**config.mk**
```make
export PLATFORM = sky130hd
export DESIGN_NAME = midi_tx
export DESIGN_NICKNAME = d
export VERILOG_FILES = /design/src/rtl/midi_pkg.sv /design/src/rtl/midi_tx_baud.sv /design/src/rtl/midi_tx.sv
export SDC_FILE = /design/constraint.sdc
export NUM_CORES = 1
export LEC_CHECK = 0
export CAP_MARGIN = 10
export CORE_MARGIN = 3
export CORE_UTILIZATION = 44
export CTS_CLUSTER_SIZE = 8
export DETAILED_ROUTE_END_ITERATION = 16
export PLACE_DENSITY = 0.71
export SLEW_MARGIN = 20
export SYNTH_ARGS = -nofsm -noshare
export SYNTH_HDL_FRONTEND = slang
export SYNTH_HIERARCHICAL = 1
export SYNTH_SLANG_ARGS = --single-unit
```
**constraint.sdc**
```tcl
create_clock -name Clk -period 4.15 [get_ports Clk]
set_input_delay 0.415 -clock Clk [delete_from_list [all_inputs] [get_ports Clk]]
set_output_delay 0.415 -clock Clk [all_outputs]
set_load 0.05 [all_outputs]
```
**src/rtl/midi_pkg.sv**
```systemverilog
// midi_pkg: shared MIDI definitions for the transmit (and receive) path.
//   - status-class constants
//   - MIDI_BAUD nominal bit rate
//   - transmitter FSM state encoding
//   - midi_len(): message length from a status byte
//   - midi_is_channel(): status byte belongs to a channel-voice message
package midi_pkg;

  localparam int MIDI_BAUD = 31250;

  localparam logic [7:0] NOTE_OFF     = 8'h80;
  localparam logic [7:0] NOTE_ON      = 8'h90;
  localparam logic [7:0] PROG_CHG     = 8'hC0;
  localparam logic [7:0] CHAN_PRESS   = 8'hD0;
  localparam logic [7:0] SYS_COMMON   = 8'hF0;
  localparam logic [7:0] REALTIME_MIN = 8'hF8;

  typedef enum logic [1:0] {
    ST_IDLE  = 2'd0,
    ST_START = 2'd1,
    ST_DATA  = 2'd2,
    ST_STOP  = 2'd3
  } tx_state_t;

  // Channel-voice statuses occupy 0x80..0xEF.
  function automatic logic midi_is_channel(input logic [7:0] status);
    midi_is_channel = (status >= NOTE_OFF) && (status < SYS_COMMON);
  endfunction

  // Number of bytes on the wire for a message with this status, counting
  // the status byte itself. 0 means the status is invalid (bit 7 clear).
  // System common / SysEx statuses send the status byte only.
  function automatic logic [1:0] midi_len(input logic [7:0] status);
    if (!status[7]) begin
      midi_len = 2'd0;
    end else if (status >= REALTIME_MIN) begin
      midi_len = 2'd1;
    end else if (status >= SYS_COMMON) begin
      midi_len = 2'd1;
    end else if ((status[7:4] == PROG_CHG[7:4]) || (status[7:4] == CHAN_PRESS[7:4])) begin
      midi_len = 2'd2;
    end else begin
      midi_len = 2'd3;
    end
  endfunction

endpackage

```
**src/rtl/midi_tx_baud.sv**
```systemverilog
// midi_tx_baud: bit-period counter.
//   clk_i   system clock
//   rst_i   asynchronous active-high reset
//   en_i    count enable; while low the counter is held at 0 so the first
//           enabled cycle always starts a full bit period
//   tick_o  high in the last cycle of each BIT_CLKS-cycle bit period
module midi_tx_baud #(
  parameter int BIT_CLKS = 1600
) (
  input  logic clk_i,
  input  logic rst_i,
  input  logic en_i,
  output logic tick_o
);

  localparam logic [10:0] LAST = 11'(BIT_CLKS - 1);

  logic [10:0] cnt_q, cnt_d;

  always_comb begin
    cnt_d = cnt_q;
    if (!en_i) begin
      cnt_d = '0;
    end else if (cnt_q == LAST) begin
      cnt_d = '0;
    end else begin
      cnt_d = cnt_q + 11'd1;
    end
  end

  always_ff @(posedge clk_i or posedge rst_i) begin
    if (rst_i) begin
      cnt_q <= '0;
    end else begin
      cnt_q <= cnt_d;
    end
  end

  assign tick_o = en_i && (cnt_q == LAST);

endmodule

```
**src/rtl/midi_tx.sv**
```systemverilog
// midi_tx: MIDI UART transmitter, 8N1, LSB first, one message of 1..3 bytes.
//   Clk       system clock
//   Rst_p     asynchronous active-high reset
//   Msg       {status, data1, data2}; data bytes beyond the message length
//             are ignored
//   MsgValid  Msg is valid
//   MsgReady  block can accept a message (high only in IDLE)
//   MIDI_out  serial line, idles high
//   Busy      a frame is in progress
//   Done      one-cycle pulse when a message completes or is discarded
//   DbgState  current FSM state (tx_state_t encoding)
//
// Handshake: a message transfers on the rising edge where MsgValid and
// MsgReady are both high. There is no buffering, so the master must hold
// MsgValid and Msg stable until that edge; Msg is sampled only then.
module midi_tx
  import midi_pkg::*;
#(
  parameter int CLK_HZ         = 50000000,
  parameter int BAUD           = MIDI_BAUD,
  parameter int RUNNING_STATUS = 1
) (
  input  logic        Clk,
  input  logic        Rst_p,
  input  logic [23:0] Msg,
  input  logic        MsgValid,
  output logic        MsgReady,
  output logic        MIDI_out,
  output logic        Busy,
  output logic        Done,
  output logic [1:0]  DbgState
);

  localparam int BIT_CLKS = CLK_HZ / BAUD;

  tx_state_t   state_q;
  logic [23:0] msg_q;
  logic [7:0]  sh_q;      // current byte, shifted right as bits go out
  logic [7:0]  last_q;    // last transmitted channel status
  logic [3:0]  bit_q;     // data bit index 0..7
  logic [1:0]  byte_q;    // 0 = status, 1 = data1, 2 = data2
  logic [1:0]  end_q;     // index of the final byte of this message
  logic        line_q;
  logic        ready_q;
  logic        busy_q;
  logic        done_q;
  logic        tick;

  // Byte of a message by position.
  function automatic logic [7:0] byte_sel(input logic [23:0] m, input logic [1:0] idx);
    case (idx)
      2'd0:    byte_sel = m[23:16];
      2'd1:    byte_sel = m[15:8];
      default: byte_sel = m[7:0];
    endcase
  endfunction

  // Decode of the message being offered, used on the accept edge.
  logic [7:0] acc_status;
  logic [1:0] acc_len;
  logic       acc_skip;
  logic [1:0] acc_first;
  logic [7:0] acc_last;

  always_comb begin
    acc_status = Msg[23:16];
    acc_len    = midi_len(acc_status);
    acc_skip   = (RUNNING_STATUS != 0) && midi_is_channel(acc_status) &&
                 (acc_status == last_q);
    acc_first  = acc_skip ? 2'd1 : 2'd0;
    acc_last   = last_q;
    if (RUNNING_STATUS != 0) begin
      if (midi_is_channel(acc_status)) begin
        acc_last = acc_status;
      end else if (acc_status[7] && (acc_status < REALTIME_MIN)) begin
        // system common / SysEx cancels running status
        acc_last = 8'h00;
      end
    end
  end

  midi_tx_baud #(.BIT_CLKS(BIT_CLKS)) u_baud (
    .clk_i  (Clk),
    .rst_i  (Rst_p),
    .en_i   (busy_q),
    .tick_o (tick)
  );

  always_ff @(posedge Clk or posedge Rst_p) begin
    if (Rst_p) begin
      state_q <= ST_IDLE;
      msg_q   <= '0;
      sh_q    <= '0;
      last_q  <= 8'h00;
      bit_q   <= '0;
      byte_q  <= '0;
      end_q   <= '0;
      line_q  <= 1'b1;
      ready_q <= 1'b1;
      busy_q  <= 1'b0;
      done_q  <= 1'b0;
    end else begin
      done_q <= 1'b0;
      case (state_q)
        ST_IDLE: begin
          if (MsgValid && ready_q) begin
            msg_q <= Msg;
            if (acc_len == 2'd0) begin
              // invalid status: swallow it, stay ready, report completion
              done_q <= 1'b1;
            end else begin
              state_q <= ST_START;
              line_q  <= 1'b0;
              ready_q <= 1'b0;
              busy_q  <= 1'b1;
              byte_q  <= acc_first;
              end_q   <= acc_len - 2'd1;
              sh_q    <= byte_sel(Msg, acc_first);
              last_q  <= acc_last;
            end
          end
        end
        ST_START: begin
          if (tick) begin
            state_q <= ST_DATA;
            line_q  <= sh_q[0];
            sh_q    <= {1'b0, sh_q[7:1]};
            bit_q   <= 4'd0;
          end
        end
        ST_DATA: begin
          if (tick) begin
            if (bit_q == 4'd7) begin
              state_q <= ST_STOP;
              line_q  <= 1'b1;
            end else begin
              line_q <= sh_q[0];
              sh_q   <= {1'b0, sh_q[7:1]};
              bit_q  <= bit_q + 4'd1;
            end
          end
        end
        ST_STOP: begin
          if (tick) begin
            if (byte_q == end_q) begin
              state_q <= ST_IDLE;
              ready_q <= 1'b1;
              busy_q  <= 1'b0;
              done_q  <= 1'b1;
            end else begin
              // next byte follows immediately, no idle gap
              state_q <= ST_START;
              line_q  <= 1'b0;
              byte_q  <= byte_q + 2'd1;
              sh_q    <= byte_sel(msg_q, byte_q + 2'd1);
            end
          end
        end
        default: state_q <= ST_IDLE;
      endcase
    end
  end

  assign MsgReady = ready_q;
  assign MIDI_out = line_q;
  assign Busy     = busy_q;
  assign Done     = done_q;
  assign DbgState = state_q;

endmodule

```
==> metrics, run 1 <==
Critical Path RT=4380 ps; DR iter-0 viols=99; Min-Delay Path Class=input port to async pin; Worst-Skew Late Latency=340 ps; post-synth top area share=44.6%; CP endpoint kind=flop; number of global-route vias before repair=2726; Final Cycle Share=63.6%; worst-path fanout max=10; critical path arrival=2870 ps; clk slew on worst S/H paths=60 ps; FF+latch count, synth=65; Antenna Nets Post-Route=0; WL final=7670 um; die height=95.6 um; initial antenna violation count=0; Leak Pwr=1.77 nW; synthesis-to-layout area growth=15.1%; Setup Skew=5.05 ps; R2R depth=8; Place WS=1460 ps; detailed placer's ending HPWL=5380 um; status=completed; worst vdd ir=0.221 mV; largest cells by area after synthesis=dfrtp_1 (45%), nand2_1 (5.5%), mux2_1 (5.4%), ha_1 (3.2%), o41ai_2 (2.8%); syn nets=381; # nets final=408; Via density=5.67; CP Launch Point=u_baud/cnt_q[6]$_DFF_PP0_; wire per inst=16.1 um; TritonCTS Buffers=9; Root Driver=clkbuf_8; H-tree level count=3; crit path launch type=flop; CP endpoint=DbgState[0]$_DFFE_PP0P_; final setup TNS=0 ps; synthesized area per cell=10.2 um^2; via count=2701; R2R Path End=DbgState[0]$_DFFE_PP0P_; TritonCTS Sinks=65; hold buffers post-CTS=0; Hold Fails Final Rpt=0; Initial Utilization=45.5%; CTS tree=done; first-pass GRT wire length=13200 um; Async SR Flop Fraction=100%; Fmax=0.379 GHz; RSZ-0062 raised after global routing=false; cell taking the most area after synthesis=dfrtp_1; Core Area=7770 um^2; post-cts sizing count=0; Least-Margin Pin Slew=761 ps; die area=9140 um^2; Synth warnings=6; R2R Setup Slk=1510 ps; Post-CTS Setup Bufs=0; Slew Limit Fails=0; sequential fraction of the synthesis area=46.1%; num ports=33; # rows=32; largest net degree at the start of global routing=37; drc violations=0; n_diodes=0; Setup CP Type=flop to flop; PnR worst setup slack=1510 ps; gpl congestion=0.799; Initial DRT Pass Iterations=4; total grt overflow=0; worst hold margin=434 ps; ys flop type=dfrtp_1; synthesized instance count=345; area of the mapped netlist=3530 um^2; count of different cell masters after synthesis=57; R2R Path Start=u_baud/cnt_q[6]$_DFF_PP0_; max capacitance violation total=0; Post-synth EDFFs=0; layout cells sized above 1=11.0%; Tmin final=2640 ps; Rel. slew slack=49.2%; Max Buffers Root-to-Sink=2; number of port buffers=32; pwr/cell area=288 nW/um^2; Die Span X=95.6 um; Final setup viols=0; GRT Resource Usage Total=18.7%
-- sequential cells by signal (all words and copies together) (netlist names) --
| register | cells |
|---|---|
| u_baud/cnt_q | 11 |
| DbgState | 2 |
| Busy | 1 |
| bit_q | 4 |
| MsgReady | 1 |
| byte_q | 2 |
| Done | 1 |
| last_q | 8 |
| msg_q | 24 |
| sh_q | 8 |
| end_q | 2 |
| MIDI_out | 1 |
-- placed cells by master, fill, tap and decap left out, types with 3 or more instances in the layout --
| master | netlist | layout |
|---|---|---|
| nand3_1 | 10 | 10 |
| a22oi_1 | 9 | 9 |
| inv_1 | 15 | 14 |
| a21oi_1 | 11 | 11 |
| clkdlybuf4s50_1 | 0 | 32 |
| xnor2_1 | 11 | 11 |
| nor3b_1 | 7 | 7 |
| nor2_1 | 11 | 11 |
| ha_1 | 9 | 9 |
| o31ai_1 | 3 | 3 |
| a221oi_1 | 7 | 7 |
| nand2b_1 | 3 | 3 |
| buf_4 | 2 | 3 |
| nand2_1 | 52 | 52 |
| or3_1 | 4 | 4 |
| dfrtp_1 | 63 | 63 |
| a22o_1 | 4 | 4 |
| mux2_1 | 17 | 17 |
| clkbuf_8 | 0 | 12 |
| o21ai_0 | 16 | 16 |
| mux2_2 | 6 | 6 |
| nor3_1 | 7 | 7 |
| o41ai_2 | 6 | 6 |
| o21ai_1 | 11 | 11 |
-- area by class of cell --
type / instances / area [um^2]
fill: 706 / 3700
inverter: 17 / 66.3
multi-input combinational: 244 / 1730
sequential: 65 / 1630
clock buffer: 13 / 169
timing repair buffer: 35 / 343
tap: 102 / 128
-- cells by family (layout without fill, tap and decap cells) --
group | Yosys count | in the layout | share of synthesized area [%]
compound gates | 88 | 88 | 19.0
xor+xnor | 13 | 13 | 3.22
fa+ha+maj | 9 | 9 | 3.19
buf+inv | 36 | 65 | 4.89
flops | 65 | 65 | 46.1
mux | 25 | 25 | 7.90
simple gates | 109 | 109 | 15.6
-- worst min path at each step --
stage	start	to	slack [ps]	depth (start not counted)
after CTS	Rst_p	u_baud/cnt_q[2]$_DFF_PP0_	440	2
after global placement	sh_q[1]$_DFFE_PP0P_	sh_q[1]$_DFFE_PP0P_	460	2
after floorplan	Rst_p	u_baud/cnt_q[0]$_DFF_PP0_	270	1
after global routing	Rst_p	u_baud/cnt_q[10]$_DFF_PP0_	450	2
final	Rst_p	u_baud/cnt_q[2]$_DFF_PP0_	430	2
after detailed placement	msg_q[23]$_DFFE_PP0P_	msg_q[23]$_DFFE_PP0P_	470	2
-- layer usage --
| metal | global-route usage [%] | up-vias | wire length, um |
|---|---|---|---|
| met5 | 0 | - | 0 |
| met4 | 4.98 | 0 | 46 |
| met3 | 6.08 | 4 | 375 |
| met2 | 31.4 | 60 | 3860 |
| met1 | 23.2 | 1330 | 3390 |
| li1 | - | 1307 | - |
-- worst max-delay path, stage by stage (launching register included) --
cell and delay [ps]:
dfrtp_1 410, or4b_4 600, nor4_1 290, buf_4 220, inv_2 80, a22oi_1 270, a21boi_1 350, a22oi_1 110
o22a_1 200
-- metrics by stage --
stage               utilization [%]  cell area [um^2]  instances  total power, mW
floorplan                         -              3530        345            0.668
global placement               50.1              3890        463            0.705
detailed placement             50.1              3890        463            0.706
CTS                            52.3              4060        476             1.19
global route                   52.3              4060        476             1.22
finish                         52.3              4060        476             1.17
-- synth_stat cells (3+ instances only) --
| cell type | count |
|---|---|
| dfrtp_1 | 63 |
| nand2_1 | 52 |
| mux2_1 | 17 |
| o21ai_0 | 16 |
| inv_1 | 15 |
| a21oi_1 | 11 |
| nor2_1 | 11 |
| o21ai_1 | 11 |
| xnor2_1 | 11 |
| clkbuf_1 | 10 |
| nand3_1 | 10 |
| a22oi_1 | 9 |
| ha_1 | 9 |
| a221oi_1 | 7 |
| nor3_1 | 7 |
| nor3b_1 | 7 |
| mux2_2 | 6 |
| o41ai_2 | 6 |
| a22o_1 | 4 |
| buf_2 | 4 |
| or3_1 | 4 |
| buf_6 | 3 |
| nand2b_1 | 3 |
| o31ai_1 | 3 |
-- power by group --
part | switching (mW) | internal [mW] | total (mW)
combinational | 0.0317 | 0.0279 | 0.0595
clock | 0.222 | 0.256 | 0.478
sequential | 0 | 0.634 | 0.634
(Power assumes the default switching activity.)
==> inputs of run 2 (changes only) <==
==> constraint.sdc (replaced) <==
create_clock -name Clk -period 2.6 [get_ports Clk]
set_input_delay 0.26 -clock Clk [delete_from_list [all_inputs] [get_ports Clk]]
set_output_delay 0.26 -clock Clk [all_outputs]
set_load 0.05 [all_outputs]
==> metrics, run 2 (same netlist as run 1, synthesis figures left out) <==
most frequent cells in the layout=dfrtp_1 (63), nand2_1 (52), clkdlybuf4s50_1 (32); Fmax=0.412 GHz; Die Span X=95.6 um; slowest cell delay on critical path=590 ps; Least-Margin Pin Slew=568 ps; hold buffers post-CTS=0; final setup TNS=0 ps; clk slew on worst S/H paths=70 ps; Largest Register=msg_q; Rel. slew slack=62.0%; critical path arrival=2670 ps; wire per inst=15.7 um; pwr/cell area=472 nW/um^2; Hold Fails Final Rpt=0; CP Launch Point=u_baud/cnt_q[6]$_DFF_PP0_; multi-input logic area=1740 um^2; TritonCTS Buffers=9; Initial DRT Pass Iterations=5; Leak Pwr=1.82 nW; first-pass GRT wire length=12600 um; R2R Path Start=u_baud/cnt_q[6]$_DFF_PP0_; Bufs and invs on worst path=1; num ports=33; Setup Skew=5.54 ps; GRT Resource Usage Total=18.0%; die height=95.6 um; Max Buffers Root-to-Sink=2; H-tree level count=3; worst-path fanout max=16; R2R depth=6; PnR worst setup slack=176 ps; initial antenna violation count=0; Tmin final=2420 ps; Antenna Nets Post-Route=0; Critical Path RT=2850 ps; Min-Delay Path Class=input port to async pin; die area=9140 um^2; gpl congestion=0.798; RSZ-0062 raised after global routing=false; Via density=5.62; crit path launch type=flop; synthesis-to-layout area growth=18.0%; Core Area=7770 um^2; WL final=7650 um; Place WS=61.4 ps; number of global-route vias before repair=2592; Final setup viols=0; via count=2741; R2R Setup Slk=180 ps; Largest regs=msg_q x24, u_baud/cnt_q x11; Largest register FFs=24; Fillers=689; commonest non-fill, non-tap cell in the layout=dfrtp_1; total grt overflow=0; TritonCTS Sinks=65; status=completed; Root Driver=clkbuf_8; Slew Limit Fails=0; largest net degree at the start of global routing=27; number of port buffers=32; DR iter-0 viols=167; drc violations=0; Final Cycle Share=93.2%; Crit path max-delay family=simple AND/OR/NAND/NOR gates; CP endpoint kind=flop; FF/Latch Area=1630 um^2; cell chain of the critical path=or4b_4, nor4_2, inv_2, a21oi_2, o211ai_4, o41ai_2; worst vdd ir=0.291 mV; # rows=32; R2R Path End=sh_q[4]$_DFFE_PP0P_; # nets final=417; layout cells sized above 1=14.0%; Setup CP Type=flop to flop; CP max-delay cell=or4b_4; Initial Utilization=45.5%; detailed placer's ending HPWL=5490 um; worst hold margin=238 ps; Worst-Skew Late Latency=350 ps; max capacitance violation total=0; CTS tree=done; n_diodes=0
[run 2: cell types whose count changed in the layout (fill, tap and decap cells not counted), sizes merged]
cell,delta
buf,+9
clkinv,+2
clkinvlp,+2
clkbuf,-2
bufinv,+1
[run 2: how the worst max path moves through the flow]
stage,end,slack [ps],cells past startpoint
after floorplan,sh_q[1]$_DFFE_PP0P_,190,8
after detailed placement,sh_q[4]$_DFFE_PP0P_,60,6
after global placement,sh_q[1]$_DFFE_PP0P_,110,6
final,sh_q[4]$_DFFE_PP0P_,180,6
after global routing,DbgState[0]$_DFFE_PP0P_,20,7
after CTS,sh_q[4]$_DFFE_PP0P_,50,6
[run 2: where the power goes]
part	leakage (nW)	internal, mW	switching (mW)
Combinational	0.848	0.0487	0.0503
Sequential	0.876	1.01	0
Clock	0.0953	0.465	0.392
[run 2: cell type report]
class                      instances  share of cell area, %
timing repair buffer              44                   9.85
clock inverter                     5                   1.32
tap                              102                   3.06
sequential                        65                   39.1
multi-input combinational        244                   41.7
clock buffer                      11                   3.39
inverter                          17                   1.59
[run 2: worst reg2reg max path, stage by stage (launching register included)]
cell	delay, ps
dfrtp_1	410
or4b_4	590
nor4_2	360
inv_2	120
a21oi_2	210
o211ai_4	240
o41ai_2	400
[run 2: routing by layer]
| metal | vias up | share of wire (%) | GRT usage [%] |
|---|---|---|---|
| li1 | 1325 | - | - |
| met1 | 1328 | 44 | 22.8 |
| met2 | 77 | 49 | 29.6 |
| met3 | 11 | 5.4 | 4.50 |
| met4 | 0 | 1.4 | 6.87 |
| met5 | - | 0 | 0 |
[run 2: repair_timing]
action                     4_1_cts  5_1_grt
setup endpoints to repair        0       11
resized for setup                0        1
setup buffers                    0        0
[run 2: per-stage QoR]
stage | instance area [um^2] | cells | total power, mW | utilization [%]
after floorplan | 3530 | 345 | 1.07 | -
after global placement | 3960 | 472 | 1.13 | 51.0
after detailed placement | 3960 | 472 | 1.13 | 51.0
after CTS | 4160 | 488 | 1.99 | 53.5
after global routing | 4170 | 488 | 2.05 | 53.6
final | 4170 | 488 | 1.97 | 53.6
==> inputs of run 3 (changes only) <==
--- a/config.mk
+++ b/config.mk
@@ -6,6 +6,7 @@
 export NUM_CORES = 1
 export LEC_CHECK = 0
 export CAP_MARGIN = 10
+export CORE_ASPECT_RATIO = 1.1
 export CORE_MARGIN = 3
 export CORE_UTILIZATION = 44
 export CTS_CLUSTER_SIZE = 8
==> metrics, run 3 (same netlist as run 1, synthesis figures left out) <==
status=completed; Final Cycle Share=94.3%; wire per inst=16.3 um; gpl congestion=0.838; # nets final=420; Root Driver=clkbuf_8; Core Area=7640 um^2; clk slew on worst S/H paths=70 ps; R2R Path End=sh_q[5]$_DFFE_PP0P_; CP Launch Point=u_baud/cnt_q[7]$_DFF_PP0_; layout cells sized above 1=15.2%; Power Internal=1.69 mW; fin util=56.0%; synthesis-to-layout area growth=21.2%; die height=100 um; Initial Utilization=46.2%; Largest regs=msg_q x24, u_baud/cnt_q x11; drc violations=0; Min-Delay Path Class=input port to async pin; Setup Skew=7.57 ps; Initial DRT Pass Iterations=6; die area=9140 um^2; Slew Limit Fails=0; Worst-Skew Late Latency=340 ps; initial antenna violation count=0; via count=2763; TritonCTS Sinks=65; R2R depth=7; Comb power frac=4.5%; Rel. slew slack=53.5%; hold buffers post-CTS=0; Die Span X=91.4 um; most frequent cells in the layout=dfrtp_1 (63), nand2_1 (52), clkdlybuf4s50_1 (32); Hold Fails Final Rpt=0; Fillers=686; R2R Setup Slk=150 ps; Leak Pwr=1.87 nW; RSZ-0062 raised after global routing=false; sw power=0.465 mW; critical path arrival=2690 ps; WL final=8070 um; largest net degree at the start of global routing=55; Fmax=0.408 GHz; Sw Ratio=21.5%; Largest Register=msg_q; TritonCTS Buffers=9; CP endpoint=sh_q[5]$_DFFE_PP0P_; GRT Resource Usage Total=18.5%; post-route cell area=4280 um^2; number of global-route vias before repair=2704; DR iter-0 viols=209; Max Buffers Root-to-Sink=2; worst-path fanout max=8; Clk network pwr share=48.7%; first-pass GRT wire length=13300 um; Antenna Nets Post-Route=0; pwr/cell area=504 nW/um^2; R2R Path Start=u_baud/cnt_q[7]$_DFF_PP0_; worst vdd ir=0.336 mV; sequential cell fraction of total power=46.8%; commonest non-fill, non-tap cell in the layout=dfrtp_1; CTS tree=done; number of port buffers=32; crit path launch type=flop; Via density=5.59; Tmin final=2450 ps; total grt overflow=0; PnR worst setup slack=148 ps; Critical Path RT=2840 ps; Placed Area=3970 um^2; n_diodes=0; max capacitance violation total=0; CP endpoint kind=flop; Least-Margin Pin Slew=698 ps; final setup TNS=0 ps; num ports=33; Final setup viols=0; # rows=33; Largest register FFs=24; detailed placer's ending HPWL=5560 um; Setup CP Type=flop to flop; Place WS=12.7 ps; H-tree level count=3
run 3: worst min path at each step:
stage / to / slack, ps / cells after the start
floorplan: u_baud/cnt_q[0]$_DFF_PP0_ / 110 / 1
global placement: u_baud/cnt_q[0]$_DFF_PP0_ / 470 / 1
detailed placement: sh_q[6]$_DFFE_PP0P_ / 460 / 2
CTS: u_baud/cnt_q[5]$_DFF_PP0_ / 260 / 2
global route: u_baud/cnt_q[4]$_DFF_PP0_ / 300 / 2
finish: u_baud/cnt_q[5]$_DFF_PP0_ / 250 / 2
run 3: final cells by class:
| type | count | area (um^2) | share of cell area, % |
|---|---|---|---|
| clock inverters | 7 | 119 | 2.78 |
| inverters | 17 | 66.3 | 1.55 |
| multi-input cells | 245 | 1770 | 41.4 |
| well taps | 105 | 131 | 3.07 |
| repair buffers | 46 | 438 | 10.2 |
| flip-flops and latches | 65 | 1630 | 38.1 |
| clock buffers | 9 | 124 | 2.89 |
run 3: metrics by stage:
step | total power, mW | hold WS, ps | instances
finish | 2.16 | 252 | 494
detailed placement | 1.13 | 462 | 474
floorplan | 1.07 | 112 | 345
global placement | 1.13 | 466 | 474
CTS | 2.18 | 256 | 490
global route | 2.24 | 300 | 494
run 3: critical path: stages (launching register included):
cell and delay (ps):
dfrtp_1 420, or4b_4 570, nor4_1 290, buf_4 190, inv_2 80, a21oi_4 220, o211ai_4 190, o41ai_2 380
run 3: metal layers:
layer	part of all wire, %	up-vias	global-route usage, %
met5	0	-	0
met4	1.3	0	6.26
met3	4.6	7	3.67
met2	50	61	30.9
met1	44	1373	24.0
li1	-	1322	-
run 3: power by group through the flow:
| stage | registers [mW] | logic, mW | clock network (mW) |
|---|---|---|---|
| 6_report | 1.01 | 0.0968 | 1.05 |
| 5_1_grt | 1.01 | 0.108 | 1.13 |
| 4_1_cts | 1.01 | 0.0995 | 1.07 |
| 3_5_place_dp | 1.03 | 0.0990 | 0 |
| 3_3_place_gp | 1.03 | 0.0977 | 0 |
| 2_1_floorplan | 1.03 | 0.0369 | 0 |
run 3: timing repair:
item                                    CTS  global route
endpoints found under the hold margin     0             0
buffers inserted                          0             3
endpoints found under the setup margin    1             9
pin swaps                                 0             1
gates cloned                              0             1
gates resized for setup                   1             4
